File: src/rtl/countdown_sequencer_pkg.sv
// Shared definitions for the countdown sequencer: state encoding, default
// parameters, the per-cycle button event bundle and small datapath helpers.
package countdown_sequencer_pkg;

    // FSM state encoding; the values are fixed so debug probes can decode them.
    typedef enum logic [1:0] {
        IDLE  = 2'd0,
        RUN   = 2'd1,
        PAUSE = 2'd2,
        FIN   = 2'd3
    } state_t;

    // 100 MHz board clock -> one tick per half second.
    localparam int HALF_TICKS_DEFAULT = 50000000;
    // Two halves per add press, i.e. one whole unit.
    localparam int ADD_HALVES_DEFAULT = 2;
    // 31 halves = 15.5, the largest value the 5-bit val bus can show.
    localparam int MAX_HALVES_DEFAULT = 31;

    // One single-cycle event per button press, already edge-detected.
    typedef struct packed {
        logic clear;
        logic start;
        logic pause;
        logic add;
    } btn_events_t;

    // Add with saturation at the configured ceiling.
    function automatic logic [4:0] sat_add(input logic [4:0] halves,
                                           input logic [4:0] inc,
                                           input logic [4:0] limit);
        logic [5:0] sum;
        sum = {1'b0, halves} + {1'b0, inc};
        if (sum > {1'b0, limit}) begin
            return limit;
        end
        return sum[4:0];
    endfunction

    // Half-unit count to display format: {half flag, whole units}.
    function automatic logic [4:0] halves_to_val(input logic [4:0] halves);
        return {halves[0], halves[4:1]};
    endfunction

endpackage

File: src/rtl/btn_edge.sv
// Button conditioner: two-flop synchronizer for an asynchronous raw level,
// followed by a rising-edge detector producing a one-cycle pulse.
// A level sampled high at edge k shows up as a pulse in the cycle after k+1,
// so whatever consumes the pulse reacts on edge k+2.
module btn_edge (
    input  logic clock,
    input  logic reset,
    input  logic raw,
    output logic pulse
);

    logic sync_a;
    logic sync_b;
    logic prev;

    // Synchronize the raw level and remember its previous synchronized value.
    always_ff @(posedge clock or posedge reset) begin
        if (reset) begin
            sync_a <= 1'b0;
            sync_b <= 1'b0;
            prev   <= 1'b0;
        end else begin
            sync_a <= raw;
            sync_b <= sync_a;
            prev   <= sync_b;
        end
    end

    // A held button produces exactly one pulse on its synchronized rising edge.
    assign pulse = sync_b & ~prev;

endmodule

File: src/rtl/countdown_sequencer.sv
// Countdown control stage feeding the seven-segment printers.
// Holds a half-unit count, decrements it every HALF_TICKS cycles while
// running, and selects exactly one of the hello/digit/fin printers.
//
// Button handshake: each raw button is a free-running level with no
// acknowledge; a press is the synchronized rising edge, seen as one event.
// Events in the same cycle resolve clear > start > pause > add and only the
// winner acts (a losing event is dropped, not deferred).
module countdown_sequencer
    import countdown_sequencer_pkg::*;
#(
    parameter int HALF_TICKS = HALF_TICKS_DEFAULT,
    parameter int ADD_HALVES = ADD_HALVES_DEFAULT,
    parameter int MAX_HALVES = MAX_HALVES_DEFAULT
) (
    input  logic       clock,
    input  logic       reset,
    input  logic       start_btn,
    input  logic       pause_btn,
    input  logic       add_btn,
    input  logic       clear_btn,
    output logic [4:0] val,
    output logic       hello_en,
    output logic       digit_en,
    output logic       fin_en,
    output logic       running
);

    localparam int PRE_W = (HALF_TICKS > 2) ? $clog2(HALF_TICKS) : 1;
    localparam logic [PRE_W-1:0] PRE_LAST  = PRE_W'(HALF_TICKS - 1);
    localparam logic [4:0]       ADD_INC   = 5'(ADD_HALVES);
    localparam logic [4:0]       HALVES_MX = 5'(MAX_HALVES);

    btn_events_t      ev;
    state_t           state;
    state_t           state_n;
    logic [4:0]       halves;
    logic [4:0]       halves_n;
    logic [PRE_W-1:0] pre;
    logic [PRE_W-1:0] pre_n;
    logic             tick;

    btn_edge u_clear (.clock(clock), .reset(reset), .raw(clear_btn), .pulse(ev.clear));
    btn_edge u_start (.clock(clock), .reset(reset), .raw(start_btn), .pulse(ev.start));
    btn_edge u_pause (.clock(clock), .reset(reset), .raw(pause_btn), .pulse(ev.pause));
    btn_edge u_add   (.clock(clock), .reset(reset), .raw(add_btn),   .pulse(ev.add));

    // Next-state, next-count and prescaler decisions for the coming edge.
    always_comb begin
        state_n  = state;
        halves_n = halves;
        pre_n    = pre;
        tick     = 1'b0;

        if (ev.clear) begin
            // Clear beats everything, including a tick due on this edge.
            state_n  = IDLE;
            halves_n = 5'd0;
            pre_n    = '0;
        end else begin
            case (state)
                IDLE: begin
                    if (ev.start) begin
                        // Starting from zero would immediately finish; ignore it.
                        if (halves != 5'd0) begin
                            state_n = RUN;
                            pre_n   = '0;
                        end
                    end else if (ev.pause) begin
                        // Nothing to pause; the event is consumed and dropped.
                        state_n = IDLE;
                    end else if (ev.add) begin
                        halves_n = sat_add(halves, ADD_INC, HALVES_MX);
                    end
                end

                RUN: begin
                    // The prescaler advances on every RUN edge, including the
                    // edge that leaves for PAUSE, so a pause never loses a cycle
                    // of accumulated time.
                    tick  = (pre == PRE_LAST);
                    pre_n = tick ? '0 : pre + PRE_W'(1);
                    if (tick && halves != 5'd0) begin
                        halves_n = halves - 5'd1;
                    end
                    if (tick && halves <= 5'd1) begin
                        // Reaching zero finishes even if pause arrives together.
                        state_n = FIN;
                    end else if (ev.start) begin
                        // Start outranks pause but does nothing while running.
                        state_n = RUN;
                    end else if (ev.pause) begin
                        state_n = PAUSE;
                    end
                end

                PAUSE: begin
                    // Prescaler frozen; resume continues from the held phase.
                    if (ev.start) begin
                        state_n = RUN;
                    end else if (ev.pause) begin
                        state_n = PAUSE;
                    end else if (ev.add) begin
                        halves_n = sat_add(halves, ADD_INC, HALVES_MX);
                    end
                end

                FIN: begin
                    halves_n = 5'd0;
                    if (ev.start) begin
                        state_n = IDLE;
                    end
                end

                default: begin
                    state_n  = IDLE;
                    halves_n = 5'd0;
                    pre_n    = '0;
                end
            endcase
        end
    end

    // FSM and datapath registers; outputs are registered from the next values
    // so they line up with the state they describe on the same edge.
    always_ff @(posedge clock or posedge reset) begin
        if (reset) begin
            state    <= IDLE;
            halves   <= 5'd0;
            pre      <= '0;
            val      <= 5'd0;
            hello_en <= 1'b1;
            digit_en <= 1'b0;
            fin_en   <= 1'b0;
            running  <= 1'b0;
        end else begin
            state    <= state_n;
            halves   <= halves_n;
            pre      <= pre_n;
            val      <= halves_to_val(halves_n);
            hello_en <= (state_n == IDLE) && (halves_n == 5'd0);
            digit_en <= ((state_n == IDLE) && (halves_n != 5'd0)) ||
                        (state_n == RUN) || (state_n == PAUSE);
            fin_en   <= (state_n == FIN);
            running  <= (state_n == RUN);
        end
    end

endmodule

File: config.mk
export PLATFORM = sky130hd
export DESIGN_NAME = countdown_sequencer
export DESIGN_NICKNAME = d
export VERILOG_FILES = /design/src/rtl/countdown_sequencer_pkg.sv /design/src/rtl/btn_edge.sv /design/src/rtl/countdown_sequencer.sv
export SDC_FILE = /design/constraint.sdc
export NUM_CORES = 1
export LEC_CHECK = 0
export BUFFER_PORTS_ARGS = -buffer_cell sky130_fd_sc_hd__buf_4
export CAP_MARGIN = 20
export CORE_MARGIN = 10
export CORE_UTILIZATION = 50
export DETAILED_ROUTE_END_ITERATION = 7
export GPL_TIMING_DRIVEN = 0
export HOLD_SLACK_MARGIN = 0.06
export MAX_ROUTING_LAYER = met4
export PLACE_DENSITY_LB_ADDON = 0.1
export SYNTH_ARGS = -nofsm -noshare
export SYNTH_HDL_FRONTEND = slang
export SYNTH_HIERARCHICAL = 1
export SYNTH_SLANG_ARGS = --single-unit
File: constraint.sdc
create_clock -name clock -period 3.23 [get_ports clock]
set_input_delay 0.4845 -clock clock [delete_from_list [all_inputs] [get_ports clock]]
set_output_delay 0.4845 -clock clock [all_outputs]
set_load 0.01 [all_outputs]
==> results.py, run 1 <==
metrics = {
    "routing": {
        "wl_per_cell_um": 15.7,
        "viasPerCell": 5.86,
        "drc_errors": 0,
        "dr.pass1.iters": 4,
        "drt_iter0_drc": 109,
        "drt_wl_total_mm": 5.97,
        "via_count": 2226,
        "drt.antenna.violating_nets": 0,
    },
    "sta": {
        "final_hold_viol_count": 0,
        "slew_violations": 0,
        "fin_tns_setup_ns": 0,
        "period_share_pct": 89.7,
        "clock_skew_ns": 0.00854,
        "rsz0062_at_grt": "no",
        "layout_min_cycle_time_ns": 2.90,
        "tightest_slew_ns": 0.921,
        "fmax_mhz": 345,
        "timing.slew.headroom_pct": 37.8,
        "setup_viol": 0,
    },
    "floorplan": {
        "initial_utilization_pct": 52.1,
        "die_x_um": 93.2,
        "die_h_um": 93.2,
        "fp.dieArea_mm2": 0.00869,
        "io-pin-count": 15,
        "placementRows": 26,
        "coreArea_mm2": 0.00514,
    },
    "pwr": {
        "power_density_mw_per_mm2": 536,
        "vdd_ir_drop_max_mv": 0.324,
        "power.leakage_nw": 1.27,
    },
    "critical_path": {
        "critPathSlowestCell": "or4b_2",
        "required_ns": 3.43,
        "r2r_end": "pre[3]",
        "endpoint_kind": "flop",
        "rr_startpoint": "halves[1]",
        "cp_top_family": "buffers and inverters",
        "path_cells": "inv_1, ha_1, or4b_2, a21oi_1, o21ba_2, clkbuf_1, clkbuf_1, o21ai_0, o31ai_1",
        "crit_start": "halves[1]",
        "cp_data_arrival_time_ns": 3.09,
        "start_kind": "flop",
        "cp-endpoint": "pre[3]",
        "crit_type": "reg2reg",
        "critical_path_depth": 9,
        "crit_top_cell": "clkbuf_1",
        "worst_r2r_path_depth": 9,
        "crit_fanout": 10,
        "path_buf_inv": 3,
        "rrSetupSlack_ns": 0.33,
        "max_stage_delay_ns": 0.66,
    },
    "clocking": {
        "cts.sinks": 49,
        "clockBufferDepth": 2,
        "numCtsBuffers": 5,
        "clock_latency_ns": 0.31,
        "ctsHtreeMaxLevel": 2,
        "cts_root_buf": "clkbuf_8",
        "cts-resized-gates": 0,
        "cts_tree": "built",
        "cts_setup_buffers": 0,
        "clk_pin_slew_ns": 0.10,
    },
    "yosys": {
        "ys_types": 56,
        "ys_seq_area_share_pct": 45.8,
        "synth.most_common_cell": "dfrtp_1",
        "synth_top_area_share_pct": 44.8,
        "synth_area_per_cell_um2": 9.37,
        "synth.cell_area_mm2": 0.00268,
        "synthTopCellsByCount": "dfrtp_1 (48), o21ai_0 (35), nand2_1 (24)",
        "synth_top_cell_by_area": "dfrtp_1",
        "syn_nets": 298,
        "synth_enable_flop_cells": 0,
        "yosysWarningCount": 6,
        "async_flop_share_pct": 100,
        "netlist_instances": 286,
        "ys.flop_type": "dfrtp_1",
        "synth_area_leaders": "dfrtp_1 (45%), o21ai_0 (6.5%), nand2_1 (3.4%)",
        "ys_ff_latch": 49,
    },
    "finish": {
        "fin_util_pct": 58.1,
        "stdcell_count": 380,
        "top_register": "pre",
        "top_regs": "pre (26), halves (4), state (2)",
        "insertedDiodeCount": 0,
        "area_delta_synth_final_pct": 11.3,
        "fin_area_mm2": 0.00298,
        "drive_above_1_share_pct": 17.1,
        "nNetsFinal": 321,
        "largest_reg_flops": 26,
        "filler_cell_count": 505,
    },
    "min_path": {
        "hold_class": "in2reg",
    },
    "placed_design": {
        "dp.cells": 370,
        "placed_cell_area_mm2": 0.00287,
        "port_buffers": 14,
        "hpwl_mm": 4.38,
        "gp_congestion": 0.899,
    },
    "global_routing": {
        "grt_usage_pct": 14.9,
        "grt-ovfl-total": 0,
        "grt_pass1_vias": 2137,
        "grt_max_degree": 38,
        "grt_antenna_before_repair": 0,
        "grt_pass1_wl_mm": 10.3,
    },
    "status": {
        "status": "finished clean",
    },
    "job": {
        "maxCapViolCount": 0,
    },
}
## area by class of cell
type	count	area (um^2)	area share, %
buffer	15	82.6	2.77
clock buffer	5	68.8	2.31
clock inverter	3	25.0	0.839
inverter	14	52.6	1.76
multi-input combinational	208	1320	44.2
sequential	49	1230	41.1
tap	70	87.6	2.94
timing repair buffer	16	123	4.11
## logic make-up (layout without fill, tap and decap cells)
kind of cell             Yosys count  in the layout  synth area share (%)
XOR/XNOR                           3              3                 0.981
adder cells (fa/ha/maj)            6              6                  2.80
buffers and inverters             29             53                  5.04
flip-flops                        49             49                  45.8
AND/OR/NAND/NOR                  114            114                  25.2
AO/OA/AOI/OAI                     83             83                  19.5
multiplexers                       2              2                 0.747
## worst min path at each step
stage / startpoint / to / slack [ns] / depth (start not counted)
3_3_place_gp: u_start/sync_a / u_start/sync_b / 0.33 / 0
2_1_floorplan: reset / u_add/prev / 0.24 / 1
6_report: add_btn / u_add/sync_a / 0.27 / 1
4_1_cts: add_btn / u_add/sync_a / 0.26 / 1
5_1_grt: add_btn / u_add/sync_a / 0.26 / 1
3_5_place_dp: u_start/sync_a / u_start/sync_b / 0.34 / 0
## routing by layer
layer / vias up / track usage, % / routed length (um)
met5: - / - / 0
met4: 0 / 5.14 / 82
met3: 10 / 2.88 / 251
met2: 48 / 22.1 / 2680
met1: 1076 / 19.9 / 2960
li1: 1092 / - / -
## cell usage in the layout, fill, tap and decap left out, types with 5 or more instances in the layout
master / instances
nor2_1: 23
o21ai_0: 35
nor2b_1: 5
nand4_1: 10
buf_4: 14
nand2_1: 24
dfrtp_1: 48
inv_1: 13
clkbuf_8: 5
o31ai_1: 10
a21oi_1: 11
nand3_1: 15
clkbuf_1: 8
ha_1: 6
## metrics by stage
stage / total power [W] / setup WS, ns / hold slack [ns]
global route: 0.00170 / 0.0493 / 0.257
detailed placement: 0.00123 / 0.372 / 0.340
floorplan: 0.00106 / 0.837 / 0.238
global placement: 0.00121 / 0.366 / 0.333
CTS: 0.00161 / 0.342 / 0.265
finish: 0.00160 / 0.333 / 0.274
## worst reg2reg max path, delay by kind of cell, from the launching register on
kind | cells | cell delay [ns]
buffers and inverters | 3 | 0.93
and+or+nand+nor | 1 | 0.66
AOI/OAI and AO/OA | 4 | 0.57
DFF | 1 | 0.47
adders and majority gates | 1 | 0.16
## where the power goes
part           switching [W]  internal [W]
Combinational       0.000309      0.000193
Sequential         0.0000431      0.000670
Clock               0.000227      0.000158
## repair_timing
item	in CTS	in global routing
endpoints found under the hold margin	12	0
endpoints found under the setup margin	0	0
hold buffers	1	0
Note: power is estimated with default switching activity, not from simulation.
==> inputs of run 2 (changes only) <==
--- a/config.mk
+++ b/config.mk
@@ -14,6 +14,7 @@
 export HOLD_SLACK_MARGIN = 0.06
 export MAX_ROUTING_LAYER = met4
 export PLACE_DENSITY_LB_ADDON = 0.1
+export RECOVER_POWER = 100
 export SYNTH_ARGS = -nofsm -noshare
 export SYNTH_HDL_FRONTEND = slang
 export SYNTH_HIERARCHICAL = 1
==> run 2 against run 1 <==
Against the previous run:
- clock power about the same
- cell count unchanged
- non-clock buffer count unchanged
- largest cell class unchanged
- sequential power about the same
- worst hold slack better by 0.022 ns
- sequential share of layout area up 0.74 points
- critical path type unchanged
==> results.py, run 2 (same netlist as run 1, synthesis figures left out) <==
metrics = {
    "finish": {
        "nNetsFinal": 321,
        "top_regs": "pre (26), halves (4), state (2)",
        "final_cell_mix": "dfrtp_1 (48), o21ai_0 (35), nand2_1 (24), nor2_1 (23), clkbuf_1 (18)",
        "mostFrequentLayoutCell": "dfrtp_1",
        "top_register": "pre",
        "stdcell_count": 380,
        "area_delta_synth_final_pct": 9.38,
        "insertedDiodeCount": 0,
        "seq_area_mm2": 0.00123,
        "drive_above_1_share_pct": 11.9,
        "largest_reg_flops": 26,
        "filler_cell_count": 510,
        "multi_input_area_mm2": 0.00130,
    },
    "sta": {
        "layout_min_cycle_time_ns": 2.99,
        "rsz0062_at_grt": "no",
        "timing.slew.headroom_pct": 4.49,
        "clock_skew_ns": 0.00653,
        "slew_violations": 0,
        "fmax_mhz": 334,
        "final_hold_viol_count": 0,
        "period_share_pct": 92.6,
        "setup_viol": 0,
        "tightest_slew_ns": 1.43,
        "fin_tns_setup_ns": 0,
    },
    "global_routing": {
        "grt-ovfl-total": 0,
        "grt_pass1_wl_mm": 10.3,
        "grt_antenna_before_repair": 0,
        "grt_usage_pct": 14.9,
        "grt_max_degree": 38,
        "grt_pass1_vias": 2137,
    },
    "routing": {
        "dr.pass1.iters": 4,
        "drt.antenna.violating_nets": 0,
        "viasPerCell": 5.91,
        "drt_iter0_drc": 117,
        "drt_wl_total_mm": 6.00,
        "wl_per_cell_um": 15.8,
        "drc_errors": 0,
        "via_count": 2245,
    },
    "pwr": {
        "p_int_w": 0.000997,
        "combPwrFrac_pct": 30.4,
        "vdd_ir_drop_max_mv": 0.323,
        "swShare_pct": 36.5,
        "power_frac_seq_pct": 45.3,
        "clock_power_share_pct": 24.4,
        "p_switching_w": 0.000573,
        "power_density_mw_per_mm2": 536,
        "power.leakage_nw": 1.24,
    },
    "clocking": {
        "clock_latency_ns": 0.31,
        "clockBufferDepth": 2,
        "cts.sinks": 49,
        "cts_tree": "built",
        "numCtsBuffers": 5,
        "cts_setup_buffers": 0,
        "clk_pin_slew_ns": 0.10,
        "cts-resized-gates": 0,
        "cts_root_buf": "clkbuf_8",
        "ctsHtreeMaxLevel": 2,
    },
    "floorplan": {
        "fp.dieArea_mm2": 0.00869,
        "placementRows": 26,
        "die_x_um": 93.2,
        "io-pin-count": 15,
        "coreArea_mm2": 0.00514,
        "initial_utilization_pct": 52.1,
        "die_h_um": 93.2,
    },
    "critical_path": {
        "crit_fanout": 10,
        "start_kind": "flop",
        "rr_startpoint": "pre[10]",
        "cp_data_arrival_time_ns": 3.17,
        "endpoint_kind": "flop",
        "crit_type": "reg2reg",
        "r2r_end": "pre[23]",
        "required_ns": 3.41,
        "crit_start": "pre[10]",
        "rrSetupSlack_ns": 0.24,
        "worst_r2r_path_depth": 6,
    },
    "status": {
        "status": "finished clean",
    },
    "min_path": {
        "min_from": "start_btn",
        "hold_class": "in2reg",
        "hold_depth": 1,
        "min_to": "u_start/sync_a",
    },
    "placed_design": {
        "hpwl_mm": 4.38,
        "port_buffers": 14,
        "gp_congestion": 0.899,
        "dp.cells": 370,
    },
    "job": {
        "maxCapViolCount": 0,
    },
}
==> run 2: cell count changes in the layout (fill, tap and decap cells not counted), moves of 2 or more <==
cell      before  now
buf_4         14    1
or4_1          0    2
clkbuf_1       8   18
buf_2          3    1
or4_4          4    2
clkbuf_4       1    5
==> run 2: how the worst max path moves through the flow <==
stage	endpoint	slack (ns)	depth (start not counted)
4_1_cts	pre[7]	0.34	9
3_5_place_dp	pre[7]	0.37	9
5_1_grt	pre[2]	0.05	9
2_1_floorplan	digit_en	0.84	6
6_report	pre[23]	0.24	6
3_3_place_gp	pre[7]	0.37	9
==> run 2: critical path, cell delays in order (launching register included) <==
cell and delay, ns:
dfrtp_1 0.43, or4_1 0.60, or4_1 0.63, o21ai_2 0.27
clkbuf_1 0.44, clkbuf_2 0.34, o21ai_0 0.15
==> run 2: per-layer routing <==
metal | track usage, % | wire, um | part of all wire (%) | up-vias
met3 | 2.88 | 280 | 4.7 | 10
li1 | - | - | - | 1097
met1 | 19.9 | 2960 | 49 | 1081
met2 | 22.1 | 2670 | 45 | 57
met4 | 5.14 | 83 | 1.4 | 0
met5 | - | 0 | 0 | -
==> run 2: layout make-up <==
class | instances | area share (%)
buffer | 15 | 2.77
clock buffer | 5 | 2.35
clock inverter | 3 | 0.854
inverter | 14 | 1.79
multi-input combinational | 208 | 44.3
sequential | 49 | 41.9
tap | 70 | 2.99
timing repair buffer | 16 | 3.03
==> run 2: repair_timing <==
action	4_1_cts	5_1_grt
endpoints found under the setup margin	0	0
hold buffers	1	0
endpoints found under the hold margin	12	0
==> run 2: through the flow <==
stage | utilization [%] | total power, W | worst slack (ns) | cell area, um^2 | hold WS (ns)
floorplan | - | 0.00106 | 0.837 | 2680 | 0.238
finish | 57.0 | 0.00157 | 0.240 | 2930 | 0.296
detailed placement | 55.9 | 0.00123 | 0.372 | 2870 | 0.340
global placement | 55.9 | 0.00121 | 0.366 | 2870 | 0.333
global route | 57.0 | 0.00167 | 0.0500 | 2930 | 0.280
CTS | 57.9 | 0.00161 | 0.342 | 2980 | 0.265
==> run 2: power by group through the flow <==
stage / logic [W] / registers (W) / clock network, W
3_5_place_dp: 0.000502 / 0.000725 / 0
3_3_place_gp: 0.000492 / 0.000722 / 0
6_report: 0.000477 / 0.000711 / 0.000383
5_1_grt: 0.000539 / 0.000720 / 0.000415
4_1_cts: 0.000505 / 0.000713 / 0.000393
2_1_floorplan: 0.000331 / 0.000729 / 0
==> inputs of run 3 (changes only) <==
==> constraint.sdc (replaced) <==
create_clock -name clock -period 2.7 [get_ports clock]
set_input_delay 0.405 -clock clock [delete_from_list [all_inputs] [get_ports clock]]
set_output_delay 0.405 -clock clock [all_outputs]
set_load 0.01 [all_outputs]
==> run 3 against run 2 <==
Against the previous run:
- sequential share of layout area down 0.99 points
- routed wire length up 1.7%
- fmax up 14%
- largest cell class unchanged
- die area unchanged
- clock power up 21%
- largest power group unchanged
- clock skew up 0.0024 ns
- utilization up 1.4 points
- non-clock buffer count up 1
- register-to-register slack worse by 0.17 ns
- count of clock-buffer cells in the layout unchanged
- sequential power up 20%
- highest routed layer unchanged
==> results.py, run 3 (same netlist as run 1, synthesis figures left out) <==
metrics = {
    "status": {
        "status": "finished clean",
    },
    "floorplan": {
        "coreArea_mm2": 0.00514,
        "die_h_um": 93.2,
        "io-pin-count": 15,
        "initial_utilization_pct": 52.1,
        "fp.dieArea_mm2": 0.00869,
        "placementRows": 26,
        "die_x_um": 93.2,
    },
    "finish": {
        "area_delta_synth_final_pct": 12.1,
        "largest_reg_flops": 26,
        "drive_above_1_share_pct": 16.7,
        "top_register": "pre",
        "top_regs": "pre (26), halves (4), state (2)",
        "stdcell_count": 381,
        "insertedDiodeCount": 0,
        "mostFrequentLayoutCell": "dfrtp_1",
        "nNetsFinal": 322,
        "final_cell_mix": "dfrtp_1 (47), o21ai_0 (35), nand2_1 (24), nor2_1 (23), nand3_1 (15)",
        "filler_cell_count": 493,
    },
    "job": {
        "maxCapViolCount": 0,
    },
    "placed_design": {
        "gp_congestion": 0.899,
        "dp.cells": 370,
        "hpwl_mm": 4.38,
        "port_buffers": 14,
    },
    "clocking": {
        "clock_latency_ns": 0.31,
        "clk_pin_slew_ns": 0.10,
        "numCtsBuffers": 5,
        "cts_tree": "built",
        "cts_root_buf": "clkbuf_8",
        "ctsHtreeMaxLevel": 2,
        "cts.sinks": 49,
        "clockBufferDepth": 2,
    },
    "critical_path": {
        "crit_top_cell": "or4_4",
        "start_kind": "flop",
        "path_cells": "or4_4, or4_4, or4_4, a21oi_4, nor4_2, buf_4, a21oi_2",
        "cp_top_family": "simple AND/OR/NAND/NOR gates",
        "endpoint_kind": "flop",
        "crit_type": "reg2reg",
        "max_stage_delay_ns": 0.58,
        "cp_data_arrival_time_ns": 2.89,
        "path_buf_inv": 1,
        "rrSetupSlack_ns": 0.07,
        "worst_r2r_path_depth": 7,
        "crit_fanout": 5,
        "required_ns": 2.95,
        "rr_startpoint": "pre[10]",
        "crit_start": "pre[10]",
        "critPathSlowestCell": "or4_4",
        "r2r_end": "digit_en",
    },
    "routing": {
        "dr.pass1.iters": 4,
        "drt_iter0_drc": 130,
        "viasPerCell": 5.93,
        "drt.antenna.violating_nets": 0,
        "via_count": 2259,
        "drc_errors": 0,
        "wl_per_cell_um": 16.0,
        "drt_wl_total_mm": 6.10,
    },
    "sta": {
        "clock_skew_ns": 0.00892,
        "tightest_slew_ns": 1.43,
        "fin_tns_setup_ns": 0,
        "setup_viol": 0,
        "final_hold_viol_count": 0,
        "fmax_mhz": 380,
        "timing.slew.headroom_pct": 4.54,
        "layout_min_cycle_time_ns": 2.63,
        "slew_violations": 0,
        "period_share_pct": 97.5,
    },
    "global_routing": {
        "grt-ovfl-total": 0,
        "grt_usage_pct": 14.9,
        "grt_max_degree": 38,
        "grt_pass1_wl_mm": 10.3,
        "grt_antenna_before_repair": 0,
        "grt_pass1_vias": 2129,
    },
    "pwr": {
        "vdd_ir_drop_max_mv": 0.406,
        "power.leakage_nw": 1.27,
        "power_w": 0.00195,
        "power_density_mw_per_mm2": 647,
    },
    "min_path": {
        "min_from": "start_btn",
        "hold_depth": 1,
        "hold_class": "in2reg",
        "min_to": "u_start/sync_a",
    },
}
run 3: cell types whose count changed in the layout (fill, tap and decap cells not counted), moves of 2 or more:
cell	before	now
clkbuf_1	18	12
buf_4	1	4
clkbuf_4	5	7
o31ai_1	10	8
o31ai_2	0	2
or4_1	2	0
or4_4	2	4
run 3: worst max-delay path by stage:
stage	cells after the start	slack, ns	to
6_report	7	0.07	digit_en
5_1_grt	7	-0.003	pre[19]
4_1_cts	8	0.03	digit_en
3_5_place_dp	9	-0.16	pre[7]
3_3_place_gp	9	-0.16	pre[7]
2_1_floorplan	6	0.31	digit_en
run 3: cell type report:
class                           count  area [um^2]  share of cell area, %
Clock inverter                      3         25.0                  0.833
Clock buffer                        5         68.8                   2.29
Multi-Input combinational cell    208         1350                   44.8
Tap cell                           70         87.6                   2.91
Inverter                           14         52.6                   1.75
Sequential cell                    49         1230                   40.9
Buffer                             14         87.6                   2.91
Timing Repair Buffer               18          108                   3.58
run 3: power breakdown:
part / internal [W] / switching, W / total, W
logic: 0.000243 / 0.000388 / 0.000631
clock network: 0.000189 / 0.000274 / 0.000463
registers: 0.000801 / 0.0000510 / 0.000852
run 3: worst register-to-register path, stage by stage, from the launching register on:
cell and delay (ns):
dfrtp_1 0.43, or4_4 0.58, or4_4 0.55, or4_4 0.54, a21oi_4 0.17, nor4_2 0.06, buf_4 0.15, a21oi_2 0.09
run 3: timing repair:
action | CTS | global route
pin swaps | 0 | 2
setup buffers | 0 | 2
cloned | 0 | 0
hold endpoints to repair | 12 | 0
gates resized for setup | 2 | 11
hold buffers | 1 | 0
endpoints found under the setup margin | 20 | 16
run 3: through the flow:
step                util, %  hold slack [ns]  instance area, um^2  setup slack, ns
finish                 58.5            0.216                 3010           0.0680
global placement       55.9            0.307                 2870           -0.164
global route           58.5            0.200                 3010         -0.00291
floorplan                 -            0.159                 2680            0.307
CTS                    57.9            0.185                 2980           0.0336
detailed placement     55.9            0.319                 2870           -0.158
run 3: routing by layer:
metal	track usage, %	routed length (um)
met1	19.9	3030
met2	22.0	2720
met3	2.88	263
met4	5.14	82
met5	-	0
